[src/rtl/sdram_ar_ctrl.sv]
// SDRAM auto-refresh controller: interval timer with refresh debt, bus request,
// and a granted PRECHARGE-all followed by a burst of AUTO REFRESH commands.
module sdram_ar_ctrl #(
  parameter int REF_INTERVAL = 750,
  parameter int T_RP         = 2,
  parameter int T_RFC        = 7,
  parameter int REF_BURST    = 1,
  parameter int MAX_DEBT     = 8,
  parameter int URGENT_THR   = 4,
  parameter int ADDR_W       = 12,
  parameter int BA_W         = 2
) (
  input  logic                              sys_clk,
  input  logic                              sys_rst,
  input  logic                              init_done,
  input  logic                              ar_en,
  output logic                              ar_req,
  output logic                              ar_urgent,
  output logic                              ar_end,
  output logic                              ar_busy,
  output logic [3:0]                        ar_cmdo,
  output logic [BA_W-1:0]                   ar_bao,
  output logic [ADDR_W-1:0]                 ar_addro,
  output logic [$clog2(MAX_DEBT+1)-1:0]     ref_debt,
  output logic                              ref_overrun,
  output logic [2:0]                        ar_state
);

  localparam int DEBT_W   = $clog2(MAX_DEBT + 1);
  localparam int CNT_W    = $clog2(REF_INTERVAL);
  localparam int WAIT_MAX = (T_RP > T_RFC) ? T_RP : T_RFC;
  localparam int WAIT_W   = $clog2(WAIT_MAX + 1);
  localparam int BURST_W  = $clog2(REF_BURST + 1);

  localparam logic [CNT_W-1:0]   CNT_LAST  = CNT_W'(REF_INTERVAL - 1);
  localparam logic [DEBT_W-1:0]  DEBT_MAX  = DEBT_W'(MAX_DEBT);
  localparam logic [DEBT_W-1:0]  DEBT_URG  = DEBT_W'(URGENT_THR);
  localparam logic [WAIT_W-1:0]  RP_LOAD   = WAIT_W'((T_RP > 1) ? T_RP - 2 : 0);
  localparam logic [WAIT_W-1:0]  RFC_LOAD  = WAIT_W'((T_RFC > 1) ? T_RFC - 2 : 0);
  localparam logic [BURST_W-1:0] BURST_MAX = BURST_W'(REF_BURST);
  localparam logic [ADDR_W-1:0]  ADDR_A10  = ADDR_W'(1) << 10;

  localparam logic [3:0] CMD_NOP  = 4'b0111;
  localparam logic [3:0] CMD_PRE  = 4'b0010;
  localparam logic [3:0] CMD_AREF = 4'b0001;

  typedef enum logic [2:0] {
    S_IDLE = 3'd0,
    S_PRE  = 3'd1,
    S_TRP  = 3'd2,
    S_AREF = 3'd3,
    S_TRFC = 3'd4,
    S_DONE = 3'd5
  } state_t;

  state_t               state_q, state_d;
  logic [CNT_W-1:0]     cnt_q, cnt_d;
  logic [DEBT_W-1:0]    debt_q, debt_d;
  logic [WAIT_W-1:0]    wait_q, wait_d;
  logic [BURST_W-1:0]   burst_q, burst_d;
  logic [3:0]           cmd_q, cmd_d;
  logic [ADDR_W-1:0]    addr_q, addr_d;
  logic                 end_q, end_d;
  logic                 ovr_q, ovr_d;
  logic                 req_q, urg_q, busy_q;
  logic                 tick, aref;

  always_comb begin
    tick    = init_done && (cnt_q == CNT_LAST);
    aref    = (state_q == S_AREF);
    cnt_d   = tick ? '0 : cnt_q + CNT_W'(1);
    debt_d  = debt_q;
    ovr_d   = ovr_q | (tick && (debt_q == DEBT_MAX));
    // A tick and an AUTO REFRESH in the same cycle cancel out.
    if (tick && !aref && (debt_q != DEBT_MAX)) begin
      debt_d = debt_q + DEBT_W'(1);
    end else if (aref && !tick && (debt_q != '0)) begin
      debt_d = debt_q - DEBT_W'(1);
    end

    state_d = state_q;
    wait_d  = wait_q;
    burst_d = burst_q;
    cmd_d   = CMD_NOP;
    addr_d  = '0;
    end_d   = 1'b0;
    case (state_q)
      S_IDLE: begin
        if (ar_en && (debt_q != '0)) begin
          state_d = S_PRE;
          cmd_d   = CMD_PRE;
          addr_d  = ADDR_A10;
        end
      end
      S_PRE: begin
        burst_d = '0;
        if (T_RP == 1) begin
          state_d = S_AREF;
          cmd_d   = CMD_AREF;
        end else begin
          state_d = S_TRP;
          wait_d  = RP_LOAD;
        end
      end
      S_TRP: begin
        if (wait_q == '0) begin
          state_d = S_AREF;
          cmd_d   = CMD_AREF;
        end else begin
          wait_d = wait_q - WAIT_W'(1);
        end
      end
      S_AREF: begin
        burst_d = burst_q + BURST_W'(1);
        if (T_RFC > 1) begin
          state_d = S_TRFC;
          wait_d  = RFC_LOAD;
        end else if ((burst_d < BURST_MAX) && (debt_d != '0)) begin
          state_d = S_AREF;
          cmd_d   = CMD_AREF;
        end else begin
          state_d = S_DONE;
          end_d   = 1'b1;
        end
      end
      S_TRFC: begin
        if (wait_q != '0) begin
          wait_d = wait_q - WAIT_W'(1);
        end else if ((burst_q < BURST_MAX) && (debt_q != '0)) begin
          state_d = S_AREF;
          cmd_d   = CMD_AREF;
        end else begin
          state_d = S_DONE;
          end_d   = 1'b1;
        end
      end
      S_DONE:  state_d = S_IDLE;
      default: state_d = S_IDLE;
    endcase

    // Losing initialisation abandons any refresh work and the accrued debt.
    if (!init_done) begin
      state_d = S_IDLE;
      cnt_d   = '0;
      debt_d  = '0;
      wait_d  = '0;
      burst_d = '0;
      cmd_d   = CMD_NOP;
      addr_d  = '0;
      end_d   = 1'b0;
    end
  end

  always_ff @(posedge sys_clk) begin
    if (sys_rst) begin
      state_q <= S_IDLE;
      cnt_q   <= '0;
      debt_q  <= '0;
      wait_q  <= '0;
      burst_q <= '0;
      cmd_q   <= CMD_NOP;
      addr_q  <= '0;
      end_q   <= 1'b0;
      ovr_q   <= 1'b0;
      req_q   <= 1'b0;
      urg_q   <= 1'b0;
      busy_q  <= 1'b0;
    end else begin
      state_q <= state_d;
      cnt_q   <= cnt_d;
      debt_q  <= debt_d;
      wait_q  <= wait_d;
      burst_q <= burst_d;
      cmd_q   <= cmd_d;
      addr_q  <= addr_d;
      end_q   <= end_d;
      ovr_q   <= ovr_d;
      req_q   <= (state_d == S_IDLE) && (debt_d != '0);
      urg_q   <= (debt_d >= DEBT_URG);
      busy_q  <= (state_d != S_IDLE);
    end
  end

  assign ar_req      = req_q;
  assign ar_urgent   = urg_q;
  assign ar_end      = end_q;
  assign ar_busy     = busy_q;
  assign ar_cmdo     = cmd_q;
  assign ar_bao      = '0;
  assign ar_addro    = addr_q;
  assign ref_debt    = debt_q;
  assign ref_overrun = ovr_q;
  assign ar_state    = state_q;

endmodule

[config.mk]
export PLATFORM = sky130hd
export DESIGN_NAME = sdram_ar_ctrl
export DESIGN_NICKNAME = d
export VERILOG_FILES = /design/src/rtl/sdram_ar_ctrl.sv
export SDC_FILE = /design/constraint.sdc
export NUM_CORES = 1
export LEC_CHECK = 0
export ABC_CLOCK_PERIOD_IN_PS = 2550
export CAP_MARGIN = 15
export CELL_PAD_IN_SITES_DETAIL_PLACEMENT = 0
export CELL_PAD_IN_SITES_GLOBAL_PLACEMENT = 1
export CORE_MARGIN = 2
export CORE_UTILIZATION = 42
export DETAILED_ROUTE_END_ITERATION = 7
export DONT_BUFFER_PORTS = 1
export PLACE_DENSITY = 0.76
export SYNTH_ARGS = -nofsm -noshare
export SYNTH_HDL_FRONTEND = slang
export SYNTH_SLANG_ARGS = --single-unit
[constraint.sdc]
create_clock -name sys_clk -period 2.55 [get_ports sys_clk]
set_clock_uncertainty 0.2 [all_clocks]
set_input_delay 0.51 -clock sys_clk [delete_from_list [all_inputs] [get_ports sys_clk]]
set_output_delay 0.51 -clock sys_clk [all_outputs]
set_load 0.05 [all_outputs]
# After elaboration in Yosys (flattened, before gate mapping)
# Cells that the tools add are included.
[classes]
muxes = 20
bitwise = 4
n_addsub = 5
magnitude_cmp = 2
reduce_logical = 25
eq_ne = 9
[op_table]
columns = ["op", "count"]
rows = [
  ["$mux W3", 11],
  ["$pmux W3 S5", 1],
  ["$mux W4", 3],
  ["$pmux W3 S4", 1],
  ["$reduce_bool A4 Y1", 3],
  ["$mux W11", 1],
  ["$add A10 B1 Y10 const B", 1],
  ["$eq A10 B10 Y1 const B", 1],
  ["$logic_and A1 B1 Y1", 9],
  ["$logic_not A3 Y1", 3],
  ["$pmux W3 S3", 1],
  ["$eq A3 B2 Y1 const B", 2],
  ["$reduce_bool A3 Y1", 2],
  ["$reduce_or A3 Y1", 2],
  ["$add A4 B1 Y4 const B", 1],
  ["$eq A4 B4 Y1 const B", 1],
  ["$ge A4 B3 Y1 const B", 1],
  ["$ne A2 B2 Y1 const B", 2],
  ["$ne A4 B4 Y1 const B", 1],
  ["$reduce_or A4 Y1", 1],
  ["$sub A4 B1 Y4 const B", 1],
  ["$eq A3 B1 Y1 const B", 1],
  ["$eq A3 B3 Y1 const B", 1],
  ["$not A1 Y1", 3],
  ["other kinds (10)", 11],
]
[totals]
out_inout_bits = 30
reg_bits = 42
wordCells = 77
in_bits = 4

# Longest topological paths before layout
[depth]
word_depth = 10
depth_mapped = 8
depth_no_buf = 7

# Least setup slack after synthesis
# No wires, ideal clock.
[synth_path]
kind = "register -> register"
from = "register debt_q[0] (netlist: ref_debt[0])"
to = "register cmd_q[2] (netlist: ar_cmdo[2])"
setup_ns = 0.134
path_buffers = 0
arrival_time_ns = 2.045
path_slack_ns = 0.171
path_stages_with_launch = 7
cell_sequence = "dfxtp_1 > inv_1 > ha_1 > nor3b_2 > nor3b_2 > a2111oi_0 > or4_1"
[synth_between]
elab_chain_len = 5
elab_cells_between_ends = 7
[synth_rtl]
columns = ["element", "line_no", "text"]
rows = [
  ["from (decl)", "58", "logic [DEBT_W-1:0] debt_q, debt_d;"],
  ["from (signal assigned)", "171", "debt_q <= debt_d;"],
  ["$reduce_bool A4 Y1 (*)", "89, 129", ""],
  ["$logic_and A1 B1 Y1", "129", "end else if ((burst_q < BURST_MAX) && (debt_q != '0)) begin"],
  ["$mux W3", "129", ""],
  ["$mux W3", "127", "if (wait_q != '0) begin"],
  ["$pmux W3 S3 (*)", "87", "case (state_q)"],
  ["to (signal assigned)", "174", "cmd_q <= cmd_d;"],
  ["to (decl)", "61", "logic [3:0] cmd_q, cmd_d;"],
]
# Every way passes the cells marked *; elsewhere a longest branch is shown, timed or not.
# A chain may end at the register's enable or synchronous reset.

# Worst setup path after layout
[layout_path]
from = "register cnt_q[0]"
to = "register req_q (netlist: ar_req)"
[layout_between]
elab_chain_len = 10
elab_cells_between_ends = 12
[layout_rtl]
columns = ["element", "line_no", "text"]
rows = [
  ["from (decl)", "57", "logic [CNT_W-1:0] cnt_q, cnt_d;"],
  ["from (signal assigned)", "170", "cnt_q <= cnt_d;"],
  ["$eq A10 B10 Y1 (*)", "69", "tick = init_done && (cnt_q == CNT_LAST);"],
  ["$logic_and A1 B1 Y1 (*)", "69", ""],
  ["$logic_not A1 Y1", "77", "end else if (aref && !tick && (debt_q != '0)) begin"],
  ["$logic_and A1 B1 Y1 (2 in series)", "77", ""],
  ["$mux W4", "77", ""],
  ["$mux W4 (*)", "75", "if (tick && !aref && (debt_q != DEBT_MAX)) begin"],
  ["$mux W4 (*)", "142", "if (!init_done) begin"],
  ["$reduce_bool A4 Y1 (*)", "178", "req_q <= (state_d == S_IDLE) && (debt_d != '0);"],
  ["$logic_and A1 B1 Y1 (*)", "178", ""],
  ["to (signal assigned)", "178", ""],
  ["to (decl)", "65", "logic req_q, urg_q, busy_q;"],
]
# Marks and branches as above.

==> metrics.md <==
| Metric | Value |
|---|---|
| Die Wd | 67.2 um |
| Max stage delay cell, worst path | dfxtp_1 |
| Pwr Total | 884 uW |
| Critical Path RT | 2.50 ns |
| Switching share of power | 0.251 |
| Net load switching power | 222 uW |
| Crit path arrival time | 2.08 ns |
| Post-synth EDFFs | 0 |
| Via/cell ratio | 5.21 |
| Most numerous cell in the Yosys netlist | dfxtp_1 |
| Worst reg2reg path depth | 6 |
| Initial antenna violation count | 0 |
| Slew @ Worst Pin | 0.541 ns |
| Setup bufs post-CTS | 0 |
| Clock transition at the registers of the reported paths | 0.06 ns |
| TNS Setup | 0 ns |
| Drt first-iter violations | 142 |
| Gate power share | 0.067 |
| Yosys warns | 0 |
| Die ar. | 0.00451 mm2 |
| Area Overhead vs Synth | 6.72% |
| Num rows | 22 |
| Setup slack at placement | 0.440 ns |
| Worst hold path class | in -> reg |
| #FFs+latches synth | 30 |
| Routed WL per cell | 13.3 um |
| H-tree depth | 2 |
| Setup crit start kind | flip-flop |
| R2R Setup Slk | 0.42 ns |
| Unrepaired setup endpoints after global routing | no |
| Slew Viols, Final | 0 |
| Synthesized area | 0.00168 mm2 |
| R2R Path Start | cnt_q[0] |
| Final nets | 213 |
| R2R Path End | ar_req |
| Max cap viols | 0 |
| Critical path origin | cnt_q[0] |
| First-pass GRT wire length | 5.65 mm |
| Cells after Synth | 195 |
| Share of layout cells above drive strength 1 | 0.133 |
| Cts hold-fix bufs | 0 |
| Max Root-Sink Buffers | 2 |
| Vias in the first global route | 1,233 |
| Largest cells by area after synthesis | dfxtp_1 (36%), buf_4 (6.3%), nor2_1 (6.0%) |
| Detail Placement HPWL | 2.50 mm |
| Sequential share of the synthesized area | 0.358 |
| Detailed Routing Iterations Pass 1 | 4 |
| Max_slew headroom | 0.639 |
| Pwr per Cell Area | 494 mW/mm2 |
| Worst skew pair latency | 0.28 ns |
| Port bufs | 0 |
| Num CTS Buffers | 5 |
| Outcome | complete, no violations |
| Largest net degree at the start of global routing | 16 |
| Crit path largest cell delay | 0.39 ns |
| Placeable Area | 0.00374 mm2 |
| Routed vias | 1,308 |
| Final hold violation count | 0 |
| Peak supply drop | 0.308 mV |
| Average cell area after synthesis | 8.60 um2 |
| Internal Dissipation | 662 uW |
| Total gr overflow | 0 |
| Gr usage total | 0.166 |
| Async set or reset register ratio after synthesis | 0 |
| Synth top cells by count | dfxtp_1 (30), nor2_1 (27), nand2_1 (15) |
| Top_reg_cell synth | dfxtp_1 |
| Setup-failing EPs final | 0 |
| Worst Setup EP | ar_req |
| Final Core Density | 0.478 |
| Tcrit/Tclk final | 0.835 |
| CP endpoint kind | flip-flop |
| Chip height | 67.2 um |
| P_leak | 0.686 nW |
| Sequential share of power | 0.534 |
| Clock tree sinks | 30 |
| Routed Antenna Nets | 0 |
| Total wire length | 3.34 mm |
| Maximum clock rate | 0.470 GHz |
| Crit-path max FO | 9 |
| N_diodes | 0 |
| Min Tclk post-route | 2.13 ns |
| Critical-path cell list | ha_1 > and3_1 > and4_4 > mux2_4 > a221oi_4 > a31oi_1 |
| Routability cong. | 0.831 |
| Cts repair resizes | 0 |
| Yosys top cell area share | 0.358 |
| Clock power share | 0.399 |
| Worst setup margin | 0.422 ns |
| Root Driver | clkbuf_8 |
| WS Path Type | reg -> reg |
| Post-synth top area cell | dfxtp_1 |
| DRC | 0 |
| Ports | 34 |
| CTS tree | done |
| Initial Utilization | 0.448 |
| Unique cell type count in the Yosys netlist | 49 |
kinds of logic (layout without fill, tap and decap cells):
| family | count (synthesis) | after routing | synth area share |
|---|---|---|---|
| and+or+nand+nor | 84 | 84 | 0.269 |
| DFF | 30 | 30 | 0.358 |
| AOI/OAI and AO/OA | 28 | 28 | 0.122 |
| buffers and inverters | 28 | 23 | 0.0993 |
| xor gates and xnor gates | 11 | 11 | 0.0575 |
| adders and majority gates | 7 | 7 | 0.0507 |
| muxes | 6 | 6 | 0.0410 |
| other | 1 | 14 | 0.00224 |
final cells by class:
cell class                      count  area (um2)
Sequential cell                    30         601
Fill cell                         388        1950
Clock buffer                        7        76.3
Tap cell                           48        60.1
Timing Repair Buffer                9        67.6
Multi-Input combinational cell    150         958
Inverter                            7        26.3
power by group through the flow:
stage / Sequential, mW / Combinational (mW) / Clock [mW]
CTS: 0.472 / 0.0586 / 0.361
finish: 0.472 / 0.0588 / 0.353
global placement: 0.482 / 0.0584 / 0
detailed placement: 0.482 / 0.0586 / 0
global route: 0.472 / 0.0625 / 0.391
floorplan: 0.482 / 0.0708 / 0
cell usage in the layout, fill, tap and decap left out, types with 2 or more instances in the layout:
cell type	n
clkbuf_8	5
a21o_1	2
a21oi_1	6
o21ai_0	6
nor3_1	4
conb_1	14
a31oi_1	3
nor3b_2	2
buf_4	9
ha_1	6
nor2_1	27
and3b_1	2
xor2_1	6
a211oi_1	3
nand4_1	5
mux2_2	3
nand2_1	15
nor2b_1	4
inv_1	7
o211ai_1	2
nand3_1	6
dfxtp_1	30
mux2i_1	2
and3_1	2
nand2b_1	4
clkbuf_1	2
xnor2_1	5
sequential cells by signal, indices dropped and copies added (netlist names):
signal	flops
ar_state	3
ar_urgent	1
ar_end	1
cnt_q	10
wait_q	3
burst_q	1
ar_busy	1
ar_addro	1
ref_debt	4
ref_overrun	1
ar_cmdo	3
ar_req	1
routing by layer:
metal / vias to the layer above / part of all wire / GRT usage
met2: 24 / 0.46 / 0.266
li1: 665 / - / -
met4: 0 / 0.020 / 0.0842
met3: 8 / 0.048 / 0.0433
met1: 611 / 0.47 / 0.206
met5: - / 0 / 0
how the worst min path moves through the flow:
stage | from | end | cells past startpoint
after global routing | sys_rst | ref_overrun | 1
after global placement | cnt_q[0] | cnt_q[0] | 1
after floorplan | cnt_q[0] | cnt_q[0] | 1
final | sys_rst | ref_overrun | 1
after CTS | sys_rst | ref_overrun | 1
after detailed placement | cnt_q[0] | cnt_q[0] | 1
stage by stage:
| stage | hold slack (ns) | cells | area [um2] |
|---|---|---|---|
| 2_1_floorplan | 0.241 | 208 | 1730 |
| 3_3_place_gp | 0.254 | 244 | 1710 |
| 3_5_place_dp | 0.270 | 244 | 1710 |
| 4_1_cts | 0.0869 | 251 | 1790 |
| 5_1_grt | 0.0833 | 251 | 1790 |
| 6_report | 0.0902 | 251 | 1790 |
worst max-delay path, delay by kind of cell (launching register included):
| family | cells | cell delay (ns) |
|---|---|---|
| AND/OR/NAND/NOR | 2 | 0.50 |
| AO/OA/AOI/OAI | 2 | 0.43 |
| flip-flops | 1 | 0.39 |
| multiplexers | 1 | 0.33 |
| adder cells (fa/ha/maj) | 1 | 0.16 |
(Power assumes the default switching activity.)
